==> src/rtl/puf_pkg.sv <==
// Shared state encoding, sizing helper and limits for the ring-oscillator PUF engine.
package puf_pkg;

    localparam int unsigned PUF_MIN_SETTLE = 2;

    typedef enum logic [2:0] {
        ST_IDLE = 3'd0,
        ST_SEL  = 3'd1,
        ST_SNAP = 3'd2,
        ST_RUN  = 3'd3,
        ST_STOP = 3'd4,
        ST_CMP  = 3'd5,
        ST_DONE = 3'd6
    } puf_state_t;

    // Select width for one bank of n_ro/2 oscillators (at least 1 bit).
    function automatic int unsigned sel_w(input int unsigned n_ro);
        int unsigned w;
        w = 1;
        while ((32'd1 << w) < (n_ro / 2)) w++;
        return w;
    endfunction

endpackage

==> src/rtl/puf_edge_ctr.sv <==
// Free-running edge counter clocked directly by a selected ring-oscillator line.
module puf_edge_ctr
#(
    parameter int unsigned CNT_W = 16
) (
    input  logic             ro_clk,
    output logic [CNT_W-1:0] cnt
);

    logic [CNT_W-1:0] cnt_q;
    logic [CNT_W-1:0] cnt_d;

    always_comb begin
        cnt_d = cnt_q + CNT_W'(1);
    end

    // Never cleared: only differences between two snapshots are meaningful.
    always_ff @(posedge ro_clk) begin
        cnt_q <= cnt_d;
    end

    assign cnt = cnt_q;

endmodule

==> src/rtl/puf_word.sv <==
// Ring-oscillator PUF engine: RESP_W sequential pairwise frequency races per challenge.
module puf_word
    import puf_pkg::*;
#(
    parameter int unsigned N_RO   = 32,
    parameter int unsigned CNT_W  = 16,
    parameter int unsigned RESP_W = 8,
    parameter int unsigned WINDOW = 1024,
    parameter int unsigned SETTLE = 4
) (
    input  logic                        clk,
    input  logic                        rst,
    input  logic [2*sel_w(N_RO)-1:0]    chall,
    input  logic                        start,
    output logic                        busy,
    output logic                        done,
    output logic [RESP_W-1:0]           resp,
    output logic                        tie,
    output logic [N_RO-1:0]             ro_en,
    input  logic [N_RO-1:0]             ro_in
);

    localparam int unsigned SEL_W    = sel_w(N_RO);
    localparam int unsigned SETTLE_C = (SETTLE < PUF_MIN_SETTLE) ? PUF_MIN_SETTLE : SETTLE;
    localparam int unsigned TMR_MAX  = (WINDOW > SETTLE_C) ? WINDOW : SETTLE_C;
    localparam int unsigned TMR_W    = $clog2(TMR_MAX);
    localparam int unsigned IDX_W    = (RESP_W > 1) ? $clog2(RESP_W) : 1;

    puf_state_t          state_q, state_d;
    logic [TMR_W-1:0]    tmr_q, tmr_d;
    logic [IDX_W-1:0]    idx_q, idx_d;
    logic [2*SEL_W-1:0]  chall_q, chall_d;
    logic [SEL_W-1:0]    sel_a_q, sel_a_d;
    logic [SEL_W-1:0]    sel_b_q, sel_b_d;
    logic [CNT_W-1:0]    snap_a_q, snap_a_d;
    logic [CNT_W-1:0]    snap_b_q, snap_b_d;
    logic [RESP_W-1:0]   resp_q, resp_d;
    logic                tie_q, tie_d;
    logic                busy_q, busy_d;
    logic                done_q, done_d;
    logic [N_RO-1:0]     ro_en_q, ro_en_d;

    logic                ro_a, ro_b;
    logic [CNT_W-1:0]    cnt_a, cnt_b;
    logic [CNT_W-1:0]    diff_a, diff_b;

    // Bank muxes: selects come straight from flops and only move while all ROs are stopped.
    assign ro_a = ro_in[{1'b0, sel_a_q}];
    assign ro_b = ro_in[{1'b1, sel_b_q}];

    puf_edge_ctr #(.CNT_W(CNT_W)) u_ctr_a (.ro_clk(ro_a), .cnt(cnt_a));
    puf_edge_ctr #(.CNT_W(CNT_W)) u_ctr_b (.ro_clk(ro_b), .cnt(cnt_b));

    always_comb begin
        state_d  = state_q;
        tmr_d    = tmr_q;
        idx_d    = idx_q;
        chall_d  = chall_q;
        snap_a_d = snap_a_q;
        snap_b_d = snap_b_q;
        resp_d   = resp_q;
        tie_d    = tie_q;
        diff_a   = cnt_a - snap_a_q;
        diff_b   = cnt_b - snap_b_q;

        case (state_q)
            ST_IDLE: begin
                if (start) begin
                    chall_d = chall;
                    resp_d  = '0;
                    tie_d   = 1'b0;
                    idx_d   = '0;
                    tmr_d   = '0;
                    state_d = ST_SEL;
                end
            end
            ST_SEL: begin
                if (tmr_q == TMR_W'(SETTLE_C - 1)) begin
                    tmr_d   = '0;
                    state_d = ST_SNAP;
                end else begin
                    tmr_d = tmr_q + TMR_W'(1);
                end
            end
            ST_SNAP: begin
                snap_a_d = cnt_a;
                snap_b_d = cnt_b;
                tmr_d    = '0;
                state_d  = ST_RUN;
            end
            ST_RUN: begin
                if (tmr_q == TMR_W'(WINDOW - 1)) begin
                    tmr_d   = '0;
                    state_d = ST_STOP;
                end else begin
                    tmr_d = tmr_q + TMR_W'(1);
                end
            end
            ST_STOP: begin
                if (tmr_q == TMR_W'(SETTLE_C - 1)) begin
                    tmr_d   = '0;
                    state_d = ST_CMP;
                end else begin
                    tmr_d = tmr_q + TMR_W'(1);
                end
            end
            ST_CMP: begin
                for (int unsigned j = 0; j < RESP_W; j++) begin
                    if (idx_q == IDX_W'(j)) resp_d[j] = (diff_a > diff_b);
                end
                if (diff_a == diff_b) tie_d = 1'b1;
                if (idx_q == IDX_W'(RESP_W - 1)) begin
                    state_d = ST_DONE;
                end else begin
                    idx_d   = idx_q + IDX_W'(1);
                    state_d = ST_SEL;
                end
            end
            ST_DONE: state_d = ST_IDLE;
            default: state_d = ST_IDLE;
        endcase

        // Outputs are registered from the next state so they switch with it.
        sel_a_d = chall_d[SEL_W-1:0] + SEL_W'(idx_d);
        sel_b_d = chall_d[2*SEL_W-1:SEL_W] + SEL_W'(idx_d);
        busy_d  = (state_d != ST_IDLE) && (state_d != ST_DONE);
        done_d  = (state_d == ST_DONE);
        ro_en_d = '0;
        if (state_d == ST_RUN) begin
            ro_en_d[{1'b0, sel_a_d}] = 1'b1;
            ro_en_d[{1'b1, sel_b_d}] = 1'b1;
        end
    end

    always_ff @(posedge clk) begin
        if (rst) begin
            state_q  <= ST_IDLE;
            tmr_q    <= '0;
            idx_q    <= '0;
            chall_q  <= '0;
            sel_a_q  <= '0;
            sel_b_q  <= '0;
            snap_a_q <= '0;
            snap_b_q <= '0;
            resp_q   <= '0;
            tie_q    <= 1'b0;
            busy_q   <= 1'b0;
            done_q   <= 1'b0;
            ro_en_q  <= '0;
        end else begin
            state_q  <= state_d;
            tmr_q    <= tmr_d;
            idx_q    <= idx_d;
            chall_q  <= chall_d;
            sel_a_q  <= sel_a_d;
            sel_b_q  <= sel_b_d;
            snap_a_q <= snap_a_d;
            snap_b_q <= snap_b_d;
            resp_q   <= resp_d;
            tie_q    <= tie_d;
            busy_q   <= busy_d;
            done_q   <= done_d;
            ro_en_q  <= ro_en_d;
        end
    end

    assign busy  = busy_q;
    assign done  = done_q;
    assign resp  = resp_q;
    assign tie   = tie_q;
    assign ro_en = ro_en_q;

endmodule
==> config.mk <==
export PLATFORM = sky130hd
export DESIGN_NAME = puf_word
export DESIGN_NICKNAME = d
export VERILOG_FILES = /design/src/rtl/puf_pkg.sv /design/src/rtl/puf_edge_ctr.sv /design/src/rtl/puf_word.sv
export SDC_FILE = /design/constraint.sdc
export NUM_CORES = 1
export LEC_CHECK = 0
export CORE_AREA = 2 2 120 122
export DETAILED_ROUTE_END_ITERATION = 6
export DIE_AREA = 0 0 122 124
export PLACE_DENSITY = 0.8
export SYNTH_ARGS = -nofsm -noshare
export SYNTH_HDL_FRONTEND = slang
export SYNTH_SLANG_ARGS = --single-unit
==> constraint.sdc <==
create_clock -name clk -period 4.59 [get_ports clk]
set_input_delay 0.918 -clock clk [delete_from_list [all_inputs] [get_ports clk]]
set_output_delay 0.918 -clock clk [all_outputs]
set_load 0.03 [all_outputs]
==> impl_metrics.tcl, run 1 <==
set metrics [dict create \
    io_pins 86 \
    synth.top_cell.area_share 0.3627 \
    drive_gt1_frac 0.05097 \
    dieArea_sq_um 15130 \
    unclocked_regs 32 \
    grt-ovfl-total 0 \
    cts_tree "built" \
    crit_cells 14 \
    holdCritPathClass "flip-flop to flip-flop" \
    numCtsBuffers 9 \
    antenna_found_initial 0 \
    clkTransAtPathRegs_ps 80 \
    worstSetupPathType "flip-flop to flip-flop" \
    untimed_endpoints 32 \
    grt_pass1_vias 6091 \
    timing.rr.start "snap_b_q[8]" \
    routabilityCongestion 0.8542 \
    hp-start "snap_a_q[9]" \
    wl_per_cell_microns 14.17 \
    drt_iter0_drc 367 \
    fp.coreArea_sq_um 13720 \
    htree_num_levels 3 \
    cts_setup_buffers 0 \
    critPathArrivalTime_ps 3960 \
    yosysMostFrequentCell "dfxtp_1" \
    synthFlopType "dfxtp_1" \
    tns_ps 0 \
    route.detailed.drc 0 \
    startpoint_type "flip-flop" \
    yosys_warnings 0 \
    fmax_mhz 270.7 \
    die_w_microns 122 \
    drtPass1Iterations 4 \
    maxCapViolations 0 \
    ys_seq_area_frac 0.3627 \
    yosysUniqueCellTypes 64 \
    total_leakage_power_nw 3.507 \
    clk_path_buf_depth 2 \
    cp.required_ps 4860 \
    cp-startpoint "snap_b_q[8]" \
    worstPathCellList "inv_1 > ha_1 > a21oi_1 > nor2_1 > a211oi_1 > nor4b_1 > a211oi_1 > ha_1 > nand4_1 > or2_2 > a211oi_1 > nor4_2 > buf_4 > o31ai_1" \
    vias 6463 \
    yosysTopAreaCell "dfxtp_1" \
    synthSimpleGateAreaFrac 0.2305 \
    relSlewSlack 0.3896 \
    avgSynthCellArea_sq_um 8.430 \
    power.total_mw 1.952 \
    cts_hold_buf 0 \
    fin_nets 1082 \
    crit_path_max_incr_delay_ps 490 \
    n_antenna_cell 0 \
    nFillCells 1195 \
    rows 43 \
    syn_area_sq_um 7671 \
    critPathSlowestCell "a211oi_1" \
    power.density_nw_per_um2 218.4 \
    critPathTopFamily "compound AO/OA/AOI/OAI gates" \
    reg2reg_to "resp[4]" \
    synth_top_family_by_area "simple AND/OR/NAND/NOR gates" \
    setup_viol 0 \
    postSynth.asyncResetShare 0 \
    vdd_drop_max_mv 0.2754 \
    crit_top_cell "a211oi_1" \
    synth_area_leaders "dfxtp_1 (36%), ha_1 (9.6%), nand2_1 (6.0%)" \
    multi_input_comb_area_sq_um 4543 \
    status "complete, no violations" \
    critPathMaxFanout 8 \
    synth_nets 1016 \
    synth-xor-area-share 0.06019 \
    synthMuxAreaShare 0.04861 \
    r2r_cells 14 \
    synth_compound_area_frac 0.1448 \
    start_util 0.5591 \
    setup.worst_path.end "resp[4]" \
    cts-resized-gates 0 \
    synth_common_cells "dfxtp_1 (139), nand2_1 (122), a21oi_1 (81), nor2_1 (76), ha_1 (59)" \
    grt_use_total 0.2267 \
    fin_crit_ps 3694 \
    drv_slew 0 \
    synth_seq_cells 139 \
    fin_crit_sh 0.8048 \
    wirelength_mm 16.45 \
    skew_ps 12.14 \
    path_buf_inv 2 \
    dieHeight_microns 124 \
    place_hpwl_mm 12.40 \
    synthCells 910 \
    finalHoldViolations 0 \
    area_delta_synth_final_pct 16.49 \
    root_buffer "clkbuf_16" \
    grt_max_degree 58 \
    clk_latency_ps 360 \
    grt_setup_unrepaired "no" \
    synth-edff-count 0 \
    antenna_left 0 \
    crit_path_end_kind "flip-flop" \
    regArea_sq_um 2783 \
    synthAdderAreaFrac 0.1067 \
    reg2reg_slack_ps 900 \
    grt_pass1_wl_mm 27.92 \
    via_per_inst 5.567 \
    tightest_slew_ps 915.6 \
    port_buffers 85 \
]
## per-layer routing
layer / routed length, microns / global-route usage / up-vias
met5: 0 / 0 / -
li1: - / - / 3302
met1: 7345 / 0.2683 / 3029
met3: 700 / 0.05495 / 26
met4: 310 / 0.06609 / 0
met2: 8096 / 0.4078 / 106
## placed cells by master (no fill, tap or decap), types with 18 or more instances in the layout
cell	Yosys	final
a21oi_1	81	81
clkdlybuf4s50_1	0	84
dfxtp_1	139	139
ha_1	59	59
inv_1	55	55
nand2_1	122	122
nand2b_1	18	18
nand3_1	39	39
nor2_1	76	75
nor3_1	27	27
o21ai_0	19	19
xnor2_1	28	28
xor2_1	21	21
## metrics by stage
step	instance area, sq um	util	instances	hold slack [ps]	setup WS (ps)
2_1_floorplan	7671	-	910	436.3	1349
6_report	8936	0.6513	1161	456.8	896.1
3_5_place_dp	8645	0.6301	1145	446.3	695.5
3_3_place_gp	8645	0.6301	1145	441.3	788.1
4_1_cts	8936	0.6513	1161	457.0	863.5
5_1_grt	8936	0.6513	1161	475.2	610.9
## worst min path at each step
stage | slack, ps | cells after the start | end
floorplan | 440 | 2 | snap_a_q[10]
global placement | 440 | 2 | snap_b_q[12]
detailed placement | 450 | 2 | snap_a_q[9]
CTS | 460 | 2 | snap_a_q[9]
global route | 480 | 2 | snap_b_q[8]
finish | 460 | 2 | snap_a_q[9]
## power breakdown
part           total, mW  internal, mW  switching (mW)
combinational      0.168        0.0826          0.0857
clock              0.782         0.389           0.394
sequential          1.00         0.989          0.0120
total               1.95          1.46           0.491
## state kept, by name (all words and copies together), names as in the netlist
name,count
state_q,3
u_ctr_a.cnt,16
tie,1
chall_q,8
done,1
snap_a_q,16
tmr_q,10
idx_q,3
busy,1
snap_b_q,16
resp,8
sel_b_q,4
ro_en,32
sel_a_q,4
u_ctr_b.cnt,16
## kinds of logic (layout without fill, tap and decap cells)
family                   count (synthesis)  in the layout
multiplexers                            23             23
adder cells (fa/ha/maj)                 63             63
buffers and inverters                   91            162
XOR/XNOR                                51             51
AO/OA/AOI/OAI                          179            179
AND/OR/NAND/NOR                        364            364
flip-flops                             139            139
## cell type report
type,instances,share of cell area
clock buffers,10,0.02562
multi-input cells,680,0.5084
repair buffers,90,0.09885
well taps,180,0.02520
clock inverters,6,0.007001
flip-flops and latches,139,0.3114
inverters,56,0.02352
## worst reg2reg max path, stage by stage (launching register included)
cell and delay (ps):
dfxtp_1 330, inv_1 40, ha_1 400, a21oi_1 240, nor2_1 80, a211oi_1 490, nor4b_1 310, a211oi_1 120
ha_1 340, nand4_1 160, or2_2 340, a211oi_1 260, nor4_2 90, buf_4 170, o31ai_1 230
(Power assumes the default switching activity.)
==> run 2: changes to the inputs <==
- CORE_AREA: 2 2 120 122 -> 2 2 126 128
- DIE_AREA: 0 0 122 124 -> 0 0 128 130
- PLACE_DENSITY: 0.8 -> 0.76
- clock period: 4.59 -> 3.2 ns (I/O delays scaled with it)
==> impl_metrics.tcl, run 2 (synthesis gave the netlist of run 1 again) <==
set metrics [dict create \
    crit_path_max_incr_delay_ps 360 \
    route.detailed.drc 0 \
    total_leakage_power_nw 4.034 \
    critPathTopFamily "compound AO/OA/AOI/OAI gates" \
    timing.rr.start "snap_a_q[2]" \
    whs_path_depth 2 \
    unclocked_regs 32 \
    fin_nets 1163 \
    fmax_mhz 305.1 \
    clk_path_buf_depth 2 \
    drive_gt1_frac 0.1902 \
    untimed_endpoints 32 \
    postLayoutCellArea_sq_um 10060 \
    reg2reg_to "resp[1]" \
    crit_top_cell "buf_4" \
    worstPathCellList "inv_2 > ha_4 > buf_6 > o211ai_1 > a21oi_2 > o21ba_4 > a21o_1 > xor2_1 > ha_1 > nand4_1 > buf_4 > nor4_4 > buf_4 > nor3_2 > bufinv_8 > o31ai_4" \
    die_w_microns 128 \
    crit_cells 16 \
    critPathArrivalTime_ps 3520 \
    clk_latency_ps 360 \
    tns_ps -536.9 \
    path_buf_inv 5 \
    setup_viol 8 \
    start_util 0.4973 \
    n_antenna_cell 0 \
    place_hpwl_mm 13.20 \
    power.density_nw_per_um2 283.4 \
    htree_num_levels 3 \
    grt_use_total 0.2216 \
    cp.required_ps 3440 \
    mostFrequentLayoutCell "dfxtp_1" \
    via_per_inst 5.510 \
    status "finished, violations left" \
    grt-ovfl-total 0 \
    relSlewSlack 0.5889 \
    antenna_left 0 \
    port_buffers 85 \
    skew_ps 8.632 \
    critPathMaxFanout 8 \
    drv_slew 0 \
    area_delta_synth_final_pct 31.09 \
    place_area_sq_um 9236 \
    maxCapViolations 0 \
    wl_per_cell_microns 14.91 \
    io_pins 86 \
    final_cell_mix "dfxtp_1 (130), nand2_1 (122), clkdlybuf4s50_1 (84)" \
    drtPass1Iterations 5 \
    vdd_drop_max_mv 0.3436 \
    fin_crit_ps 3277 \
    worst_slack_ps -77.25 \
    wirelength_mm 18.69 \
    grt_pass1_vias 6614 \
    fin_crit_sh 1.024 \
    startpoint_type "flip-flop" \
    critPathSlowestCell "ha_1" \
    grt_pass1_wl_mm 30.41 \
    vias 6909 \
    rows 46 \
    whs_endpoint "snap_b_q[2]" \
    routabilityCongestion 0.8481 \
    finalHoldViolations 0 \
    grt_max_degree 44 \
    worstSetupPathType "flip-flop to flip-flop" \
    violations "setup timing" \
    root_buffer "clkbuf_16" \
    reg2reg_slack_ps -80 \
    crit_path_end_kind "flip-flop" \
    antenna_found_initial 0 \
    fp.coreArea_sq_um 15420 \
    r2r_cells 16 \
    cts_tree "built" \
    holdCritPathClass "flip-flop to flip-flop" \
    dieArea_sq_um 16640 \
    largest_reg_flops 32 \
    numCtsBuffers 9 \
    tightest_slew_ps 615.9 \
    dieHeight_microns 130 \
    grt_setup_unrepaired "yes" \
    hp-start "snap_b_q[2]" \
    clkTransAtPathRegs_ps 80 \
    drt_iter0_drc 325 \
]
## run 2: cell types whose count changed in the layout (fill, tap and decap cells not counted), sizes merged
| cell | before | now |
|---|---|---|
| clkinv | 1 | 2 |
| buf | 6 | 87 |
| inv | 61 | 59 |
| bufinv | 0 | 1 |
## run 2: through the flow
stage,worst slack (ps),power [mW],utilization,std cells,hold slack (ps)
floorplan,22.20,1.612,-,910,436.3
CTS,2.359,2.869,0.6366,1253,455.1
global placement,-181.3,1.739,0.5988,1232,442.9
finish,-77.25,2.850,0.6519,1254,452.9
global route,-218.0,2.950,0.6519,1254,472.3
detailed placement,-257.5,1.745,0.5988,1232,446.3
## run 2: report_power, final
| part | internal (mW) | total, mW | switching (mW) |
|---|---|---|---|
| registers | 1.42 | 1.43 | 0.0158 |
| logic | 0.148 | 0.286 | 0.137 |
| clock network | 0.575 | 1.13 | 0.555 |
| total | 2.14 | 2.85 | 0.708 |
## run 2: how the worst max path moves through the flow
stage	end	start	slack, ps
5_1_grt	resp[4]	snap_a_q[2]	-220
3_3_place_gp	resp[2]	snap_a_q[5]	-180
2_1_floorplan	resp[0]	snap_a_q[0]	20
3_5_place_dp	resp[1]	snap_a_q[0]	-260
4_1_cts	resp[1]	snap_b_q[3]	2
6_report	resp[1]	snap_a_q[2]	-80
## run 2: per-layer routing
metal / global-route usage / part of all wire
met3: 0.05576 / 0.047
met2: 0.4225 / 0.52
met5: 0 / 0
met1: 0.2551 / 0.42
met4: 0.03426 / 0.012
## run 2: cell type report
| cell class | instances | area (sq um) |
|---|---|---|
| fillers | 1231 | 5369 |
| multi-input cells | 680 | 4979 |
| flip-flops and latches | 139 | 2794 |
| repair buffers | 171 | 1515 |
| well taps | 192 | 240.2 |
| clock buffers | 10 | 239.0 |
| inverters | 56 | 224.0 |
| clock inverters | 6 | 65.06 |
## run 2: worst min-delay path, cell delays in order (launching register included)
cell and delay, ps:
dfxtp_2 320, nand2_1 50, a21oi_1 50
## run 2: repair_timing
action | 4_1_cts | 5_1_grt
pin swaps | 26 | 22
resized for setup | 45 | 49
endpoints found under the setup margin | 8 | 33
buffers inserted | 7 | 4
hold buffers | 0 | 0
